$ cat src/rtl/req_arbiter_4_if.sv
// Handshake bundle between the requesting blocks and the 4-way arbiter.
// The master drives mode/req, and the arbiter (slave) returns the grant.
interface req_arbiter_4_if;
    logic       mode;
    logic [3:0] req;
    logic [3:0] gnt;
    logic [1:0] gnt_id;
    logic       gnt_valid;
    logic       timeout;

    modport master (output mode, req, input gnt, gnt_id, gnt_valid, timeout);
    modport slave  (input mode, req, output gnt, gnt_id, gnt_valid, timeout);
endinterface

$ cat src/rtl/req_arbiter_4.sv
// Registered 4-requester arbiter: fixed-priority or round-robin pick in IDLE,
// non-preemptive tenure with release handshake, optional hold timeout, one GAP cycle.
module req_arbiter_4 #(
    parameter int MAX_HOLD = 8,
    parameter int CNT_W    = 4
) (
    input  logic            clk,
    input  logic            rst_n,
    req_arbiter_4_if.slave  arb
);

    typedef enum logic [1:0] {IDLE, GRANT, GAP} state_t;

    state_t             state, state_nxt;
    logic [3:0]         gnt_q, gnt_nxt;
    logic [1:0]         id_q, id_nxt;
    logic               vld_q, vld_nxt;
    logic               to_q, to_nxt;
    logic [CNT_W-1:0]   hold_q, hold_nxt;
    logic [1:0]         rr_q, rr_nxt;
    logic [1:0]         win;
    logic               hold_max;

    // Winner pick. RR scans from rr_q upward; the lowest offset is assigned last so it wins.
    always_comb begin
        win = 2'd0;
        if (arb.mode) begin
            for (int i = 3; i >= 0; i--) begin
                if (arb.req[rr_q + 2'(i)]) win = rr_q + 2'(i);
            end
        end else begin
            for (int i = 0; i < 4; i++) begin
                if (arb.req[i]) win = 2'(i);
            end
        end
    end

    assign hold_max = (MAX_HOLD != 0) && (hold_q == CNT_W'(MAX_HOLD));

    always_comb begin
        state_nxt = state;
        gnt_nxt   = gnt_q;
        id_nxt    = id_q;
        vld_nxt   = vld_q;
        to_nxt    = 1'b0;
        hold_nxt  = hold_q;
        rr_nxt    = rr_q;
        case (state)
            IDLE: begin
                if (|arb.req) begin
                    state_nxt = GRANT;
                    gnt_nxt   = 4'b0001 << win;
                    id_nxt    = win;
                    vld_nxt   = 1'b1;
                    hold_nxt  = CNT_W'(1);
                    rr_nxt    = win + 2'd1;
                end
            end
            GRANT: begin
                // Release wins over timeout, so a simultaneous drop gives no pulse.
                if (!arb.req[id_q]) begin
                    state_nxt = GAP;
                    gnt_nxt   = 4'b0000;
                    vld_nxt   = 1'b0;
                    hold_nxt  = '0;
                end else if (hold_max) begin
                    state_nxt = GAP;
                    gnt_nxt   = 4'b0000;
                    vld_nxt   = 1'b0;
                    hold_nxt  = '0;
                    to_nxt    = 1'b1;
                end else begin
                    hold_nxt  = hold_q + CNT_W'(1);
                end
            end
            GAP: begin
                state_nxt = IDLE;
            end
            default: begin
                state_nxt = IDLE;
                gnt_nxt   = 4'b0000;
                vld_nxt   = 1'b0;
                hold_nxt  = '0;
            end
        endcase
    end

    always_ff @(posedge clk or negedge rst_n) begin
        if (!rst_n) begin
            state  <= IDLE;
            gnt_q  <= 4'b0000;
            id_q   <= 2'd0;
            vld_q  <= 1'b0;
            to_q   <= 1'b0;
            hold_q <= '0;
            rr_q   <= 2'd0;
        end else begin
            state  <= state_nxt;
            gnt_q  <= gnt_nxt;
            id_q   <= id_nxt;
            vld_q  <= vld_nxt;
            to_q   <= to_nxt;
            hold_q <= hold_nxt;
            rr_q   <= rr_nxt;
        end
    end

    assign arb.gnt       = gnt_q;
    assign arb.gnt_id    = id_q;
    assign arb.gnt_valid = vld_q;
    assign arb.timeout   = to_q;

endmodule

$ cat src/flat_wrapper.sv
// flat-port wrapper written by rule: the top's interface ports become plain ports
module req_arbiter_4_flat 
#(
    parameter int MAX_HOLD = 8,
    parameter int CNT_W    = 4
)
  (clk, rst_n, arb_mode, arb_req, arb_gnt, arb_gnt_id, arb_gnt_valid, arb_timeout);
  req_arbiter_4_if arb_i ();
  input  logic clk;
  input  logic rst_n;
  input wire logic [$bits(arb_i.mode)-1:0] arb_mode;
  input wire logic [$bits(arb_i.req)-1:0] arb_req;
  output wire logic [$bits(arb_i.gnt)-1:0] arb_gnt;
  output wire logic [$bits(arb_i.gnt_id)-1:0] arb_gnt_id;
  output wire logic [$bits(arb_i.gnt_valid)-1:0] arb_gnt_valid;
  output wire logic [$bits(arb_i.timeout)-1:0] arb_timeout;
  assign arb_i.mode = arb_mode;
  assign arb_i.req = arb_req;
  assign arb_gnt = arb_i.gnt;
  assign arb_gnt_id = arb_i.gnt_id;
  assign arb_gnt_valid = arb_i.gnt_valid;
  assign arb_timeout = arb_i.timeout;
  req_arbiter_4 #(.MAX_HOLD(MAX_HOLD), .CNT_W(CNT_W)) u_core (.clk(clk), .rst_n(rst_n), .arb(arb_i));
endmodule
$ cat config.mk
export PLATFORM = sky130hd
export DESIGN_NAME = req_arbiter_4_flat
export DESIGN_NICKNAME = d
export VERILOG_FILES = /design/src/rtl/req_arbiter_4_if.sv /design/src/rtl/req_arbiter_4.sv /design/src/flat_wrapper.sv
export SDC_FILE = /design/constraint.sdc
export NUM_CORES = 1
export LEC_CHECK = 0
export CAP_MARGIN = 30
export CORE_MARGIN = 2
export CORE_UTILIZATION = 49
export DETAILED_ROUTE_END_ITERATION = 8
export PLACE_DENSITY = 0.75
export SYNTH_ARGS = -nofsm -noshare
export SYNTH_HDL_FRONTEND = slang
export SYNTH_SLANG_ARGS = --single-unit
$ cat constraint.sdc
create_clock -name clk -period 1.55 [get_ports clk]
set_input_delay 0.31 -clock clk [delete_from_list [all_inputs] [get_ports clk]]
set_output_delay 0.31 -clock clk [all_outputs]
set_load 0.005 [all_outputs]
# [Word-level counts from Yosys, hierarchy flattened]
# Index checks and enable logic that the tools add are counted.
# W data, S select, Z words.
[totals] reg_bits=16 latch_bits=0 mem_bits_rw=0 rom_bits=0 inputBits=7 output_inout_bits=8 elab_cells=67 memories=0
[op_classes] n_addsub=5 n_mul=0 div=0 order_cmp=5 eq_ne=5 shift=1 muxes=37 n_bitwise=1 reduce_logical=6
[op_table] op="$mux W4" count=6
[op_table] op="$pmux W4 S3" count=2
[op_table] op="$mux W2" count=10
[op_table] op="$lt A2 B3 Y1 const B" count=5
[op_table] op="$mux W1" count=12
[op_table] op="$bmux W1 S2" count=5
[op_table] op="$reduce_and A2 Y1" count=3
[op_table] op="$add A2 B1 Y2 const B" count=2
[op_table] op="$add A2 B2 Y2 const B" count=2
[op_table] op="$add A4 B1 Y4 const B" count=1
[op_table] op="$eq A4 B4 Y1 const B" count=1
[op_table] op="$pmux W2 S2" count=1
[op_table] op="$reduce_or A4 Y1" count=1
[op_table] op="$shl A1 B2 Y4 const A" count=1
[op_table] op="$ne A3 B2 Y1 const B" count=1
[op_table] op="$pmux W1 S3" count=1
[op_table] op="$reduce_and A3 Y1" count=1
[op_table] op="$eq A2 B1 Y1 const B" count=1
[op_table] op="$eq A2 B2 Y1 const B" count=1
[op_table] op="$logic_not A2 Y1" count=1
[op_table] op="$ne A2 B1 Y1 const B" count=1
[op_table] op="$not A1 Y1" count=1

# [Longest topological paths before layout]
[logic_depth] ltp_word=11 mapped_depth=6

# [Worst setup path after synthesis]
# No wires, ideal clock.
[synth_timing] path_kind="reg2reg" start="register u_core.rr_q[1]" end="register u_core.gnt_q[0] (netlist: u_core.arb.gnt[0])" setup_ps=122 t_arrival_ps=1256 setup_slack_ps=172 stages_incl_launch_ff=6 cell_sequence="dfrtp_1 > nand2b_1 > and4_1 > a211oi_2 > inv_1 > a32o_1"
[synth_via] elab_chain_len=11
[synth_rtl] item="from (decl)" line="req_arbiter_4.sv:20" text="logic [1:0] rr_q, rr_nxt;"
[synth_rtl] item="from (signal assigned)" line="req_arbiter_4.sv:104" text="rr_q <= rr_nxt;"
[synth_rtl] item="$add A2 B2 Y2" line="req_arbiter_4.sv:29" text="if (arb.req[rr_q + 2'(i)]) win = rr_q + 2'(i);"
[synth_rtl] item="$bmux W1 S2" line="req_arbiter_4.sv:29"
[synth_rtl] item="$mux W1 (not written as such)" line="req_arbiter_4.sv:29"
[synth_rtl] item="$mux W2 (3 in a row)" line="req_arbiter_4.sv:29"
[synth_rtl] item="$mux W2 *" line="req_arbiter_4.sv:29"
[synth_rtl] item="$mux W2 *" line="req_arbiter_4.sv:27" text="if (arb.mode) begin"
[synth_rtl] item="$shl A1 B2 Y4 *" line="req_arbiter_4.sv:52" text="gnt_nxt = 4'b0001 << win;"
[synth_rtl] item="$mux W4 *" line="req_arbiter_4.sv:50" text="if (|arb.req) begin"
[synth_rtl] item="$pmux W4 S3 *" line="req_arbiter_4.sv:48" text="case (state)"
[synth_rtl] item="to (signal assigned)" line="req_arbiter_4.sv:99" text="gnt_q <= gnt_nxt;"
[synth_rtl] item="to (decl)" line="req_arbiter_4.sv:15" text="logic [3:0] gnt_q, gnt_nxt;"
# Every way passes the cells marked *; elsewhere a longest branch is shown, timed or not. The select of a mux whose other input is x is not followed.
# A chain may end at the register's enable or synchronous reset.

# [Final worst setup path]
[layout_timing] start="input port arb_req[3]" end="register u_core.gnt_q[0] (netlist: u_core.arb.gnt[0])"
[layout_via] elab_chain_len=10
[layout_rtl] item="from (decl)" line="flat_wrapper.sv:12" text="input wire logic [$bits(arb_i.req)-1:0] arb_req;"
[layout_rtl] item="$bmux W1 S2" line="req_arbiter_4.sv:29"
[layout_rtl] item="$mux W1 (not written as such)" line="req_arbiter_4.sv:29"
[layout_rtl] item="$mux W2 (4 in a row)" line="req_arbiter_4.sv:29"
[layout_rtl] item="$mux W2" line="req_arbiter_4.sv:27"
[layout_rtl] item="$shl A1 B2 Y4" line="req_arbiter_4.sv:52"
[layout_rtl] item="$mux W4" line="req_arbiter_4.sv:50"
[layout_rtl] item="$pmux W4 S3" line="req_arbiter_4.sv:48"
# Parallel ways exist; a longest one is shown, timed or not. The select of a mux whose other input is x is not followed.

==> reports/qor.txt <==
Crit. End Element = flop
Port Buffers = 14
Antenna-violating nets left = 0
CP Launch Point = arb_req[3]
Avg Cell Area, Syn = 11.1 um^2
Worst slew margin = 75.6%
Fin util = 74.6%
Via count = 679
Final worst path period need = 1.52 ns
Post-Syn Area = 820 um^2
GRT Residual Overflow = 0
Max frequency = 0.657 GHz
Final WL = 1760 um
Core region area = 0.00154 mm^2
Max cap viols = 0
Cell leakage power = 0.567 nW
Cell Area, Placed = 0.00103 mm^2
Total Power = 2.07 mW
Clock root buffer = clkbuf_4
PD cells = 1800 mW/mm^2
Inst Count DP = 110
Critical path's top delay family = buffers and inverters
Commonest cells after routing, fill and taps aside = 14 x dfrtp_1, 11 x buf_4, 8 x clkdlybuf4s50_1, 6 x nand2_1
Top-area cell type share of the netlist area = 48.9%
Post-CTS Hold Buffers = 0
Crit path required time = 1.72 ns
Setup crit start kind = input pin
Ys flop type = dfrtp_1
Clk pin slew, worst setup/hold paths = 0.09 ns
WL/cell = 14.9 um
Worst r2r dst = u_core.arb.gnt[0]$_DFFE_PN0P_
Post-Syn Nets = 83
CTS H-tree lvls = 1
Nets = 112
Initial antenna violation count = 0
Worst R2R Path Depth = 5
Reg2reg start = u_core.rr_q[1]$_DFFE_PN0P_
Mapped Cells = 74
Stages on the worst setup path = 6
Tcrit/Tclk final = 98.2%
Max-slew violations = 0
Fin Setup TNS = 0 ns
Count of warnings emitted by yosys = 0
Critical path peak fanout = 7
Clk Latency, worst-skew pair = 0.28 ns
Layout cell share with drive strength beyond 1 = 30.4%
DR vias/cell = 5.75
Placer Congestion = 0.806
Final Hold Viols = 0
Worst path max stage delay = 0.42 ns
CP Capture Point = u_core.arb.gnt[0]$_DFFE_PN0P_
Synth area leaders = dfrtp_1 49%, a21o_1 3.7%, a22o_1 3.2%, ha_1 3.1%, nand2_1 2.7%
Register area = 403 um^2
Layout area overhead = 40.3%
Vias in the first global route = 638
Final setup vio count = 0
CP bufs+invs = 2
1st-iter DRT viols = 10
Final std cells w/o fill = 118
TritonCTS buffer count = 3
CTS tree = done
Sequential element share of the synthesized area = 48.9%
Setup CP Type = input pin to flop
Largest area contributor in the netlist = dfrtp_1
Starting Density = 53.2%
Status = finished, final reports clean
Pin count of the biggest net entering global routing = 17
Commonest non-fill, non-tap cell in the layout = dfrtp_1
Netlist cell types = 36
Cell area after layout = 0.00115 mm^2
Ant diodes = 0
Seq cells post-synth = 16
Clock Tree Buf Depth = 2
Die footprint = 0.00202 mm^2
Area of the multi-input gates = 445 um^2
Fillcell total = 106
Slew @ Worst Pin = 0.366 ns
R2R setup slack = 0.05 ns
Asr flop ratio synth = 100%
Maximum vdd ir drop = 1330 uV
IO Count = 15
First-pass GRT wire length = 2930 um
Post-synth EDFFs = 0
Drt first pass iters = 4
CP cell instances = dlygate4sd2_1, nand2_1, and4_1, a211oi_4, inv_1, a32o_1
Worst clock skew = 0.00261 ns
Row count = 14
Die X = 44.9 um
Post-DP HPWL = 1260 um
GR Util All Layers = 20.1%
Crit path max-delay cell type = dlygate4sd2_1
Drc violations = 0
Num Clock Sinks = 16
Arrival time of the worst setup path = 1.70 ns
Vert. Die Dim = 44.9 um
HP Class = input pin to asynchronous set/reset pin
==> what timing repair did <==
item | in CTS | in global routing
endpoints found under the setup margin | 8 | 13
gates resized for setup | 3 | 15
buffers inserted | 2 | 2
pin swaps | 1 | 3
hold endpoints to repair | 0 | 0
gates cloned | 0 | 0
==> cell families after synthesis <==
family                     share of synthesized area (%)
and+or+nand+nor                                     19.4
xor gates and xnor gates                            2.14
AOI/OAI and AO/OA                                   21.7
buffers and inverters                               2.44
muxes                                               2.44
DFF                                                 48.9
adders and majority gates                           3.05
==> final cells by class <==
class | instances | area share (%)
flip-flops and latches | 16 | 35.0
multi-input cells | 53 | 38.7
inverters | 4 | 1.31
well taps | 16 | 1.74
repair buffers | 25 | 20.0
clock buffers | 4 | 3.16
==> registers in the layout, summed over array words and instances (netlist names) <==
register,flops
u_core.arb.gnt,4
u_core.arb.gnt_id,2
u_core.arb.gnt_valid,1
u_core.arb.timeout,1
u_core.hold_q,4
u_core.rr_q,2
u_core.state,2
==> synthesized netlist by cell type (all sizes together) (2+ instances only) <==
master  number
a22o         3
o21ai        4
mux2i        2
inv          4
a21oi        3
nand2        8
a21o         4
ha           2
dfrtp       16
nor2         2
xor2         2
o22ai        2
nand3b       3
==> report_power, final <==
group          switching (mW)  total, mW  internal [mW]
clock                   0.127      0.270          0.143
combinational           0.480       1.07          0.592
sequential              0.138      0.727          0.589
==> per-layer routing <==
metal / wire length (um) / GRT usage (%)
met2: 848 / 31.6
met1: 801 / 27.7
met5: 0 / 0
met4: 34 / 7.06
met3: 76 / 4.00
==> per-stage QoR <==
| stage | hold WS, ns | worst slack (ns) |
|---|---|---|
| 6_report | 0.332 | 0.0274 |
| 5_1_grt | 0.354 | -0.0304 |
| 4_1_cts | 0.341 | 0.00948 |
| 3_5_place_dp | 0.470 | -0.385 |
| 3_3_place_gp | 0.462 | -0.310 |
| 2_1_floorplan | 0.0144 | 0.172 |
==> worst min-delay path by stage <==
stage | from | slack (ns) | cells past startpoint | to
after floorplan | rst_n | 0.01 | 0 | u_core.arb.gnt[0]$_DFFE_PN0P_
after global placement | u_core.arb.gnt_valid$_DFFE_PN0P_ | 0.46 | 1 | u_core.arb.gnt_valid$_DFFE_PN0P_
after detailed placement | u_core.arb.gnt_valid$_DFFE_PN0P_ | 0.47 | 1 | u_core.arb.gnt_valid$_DFFE_PN0P_
after CTS | rst_n | 0.34 | 2 | u_core.arb.gnt[2]$_DFFE_PN0P_
after global routing | rst_n | 0.35 | 2 | u_core.arb.gnt[2]$_DFFE_PN0P_
final | rst_n | 0.33 | 2 | u_core.arb.gnt[2]$_DFFE_PN0P_
No activity file was read; power rests on OpenSTA's default activity.
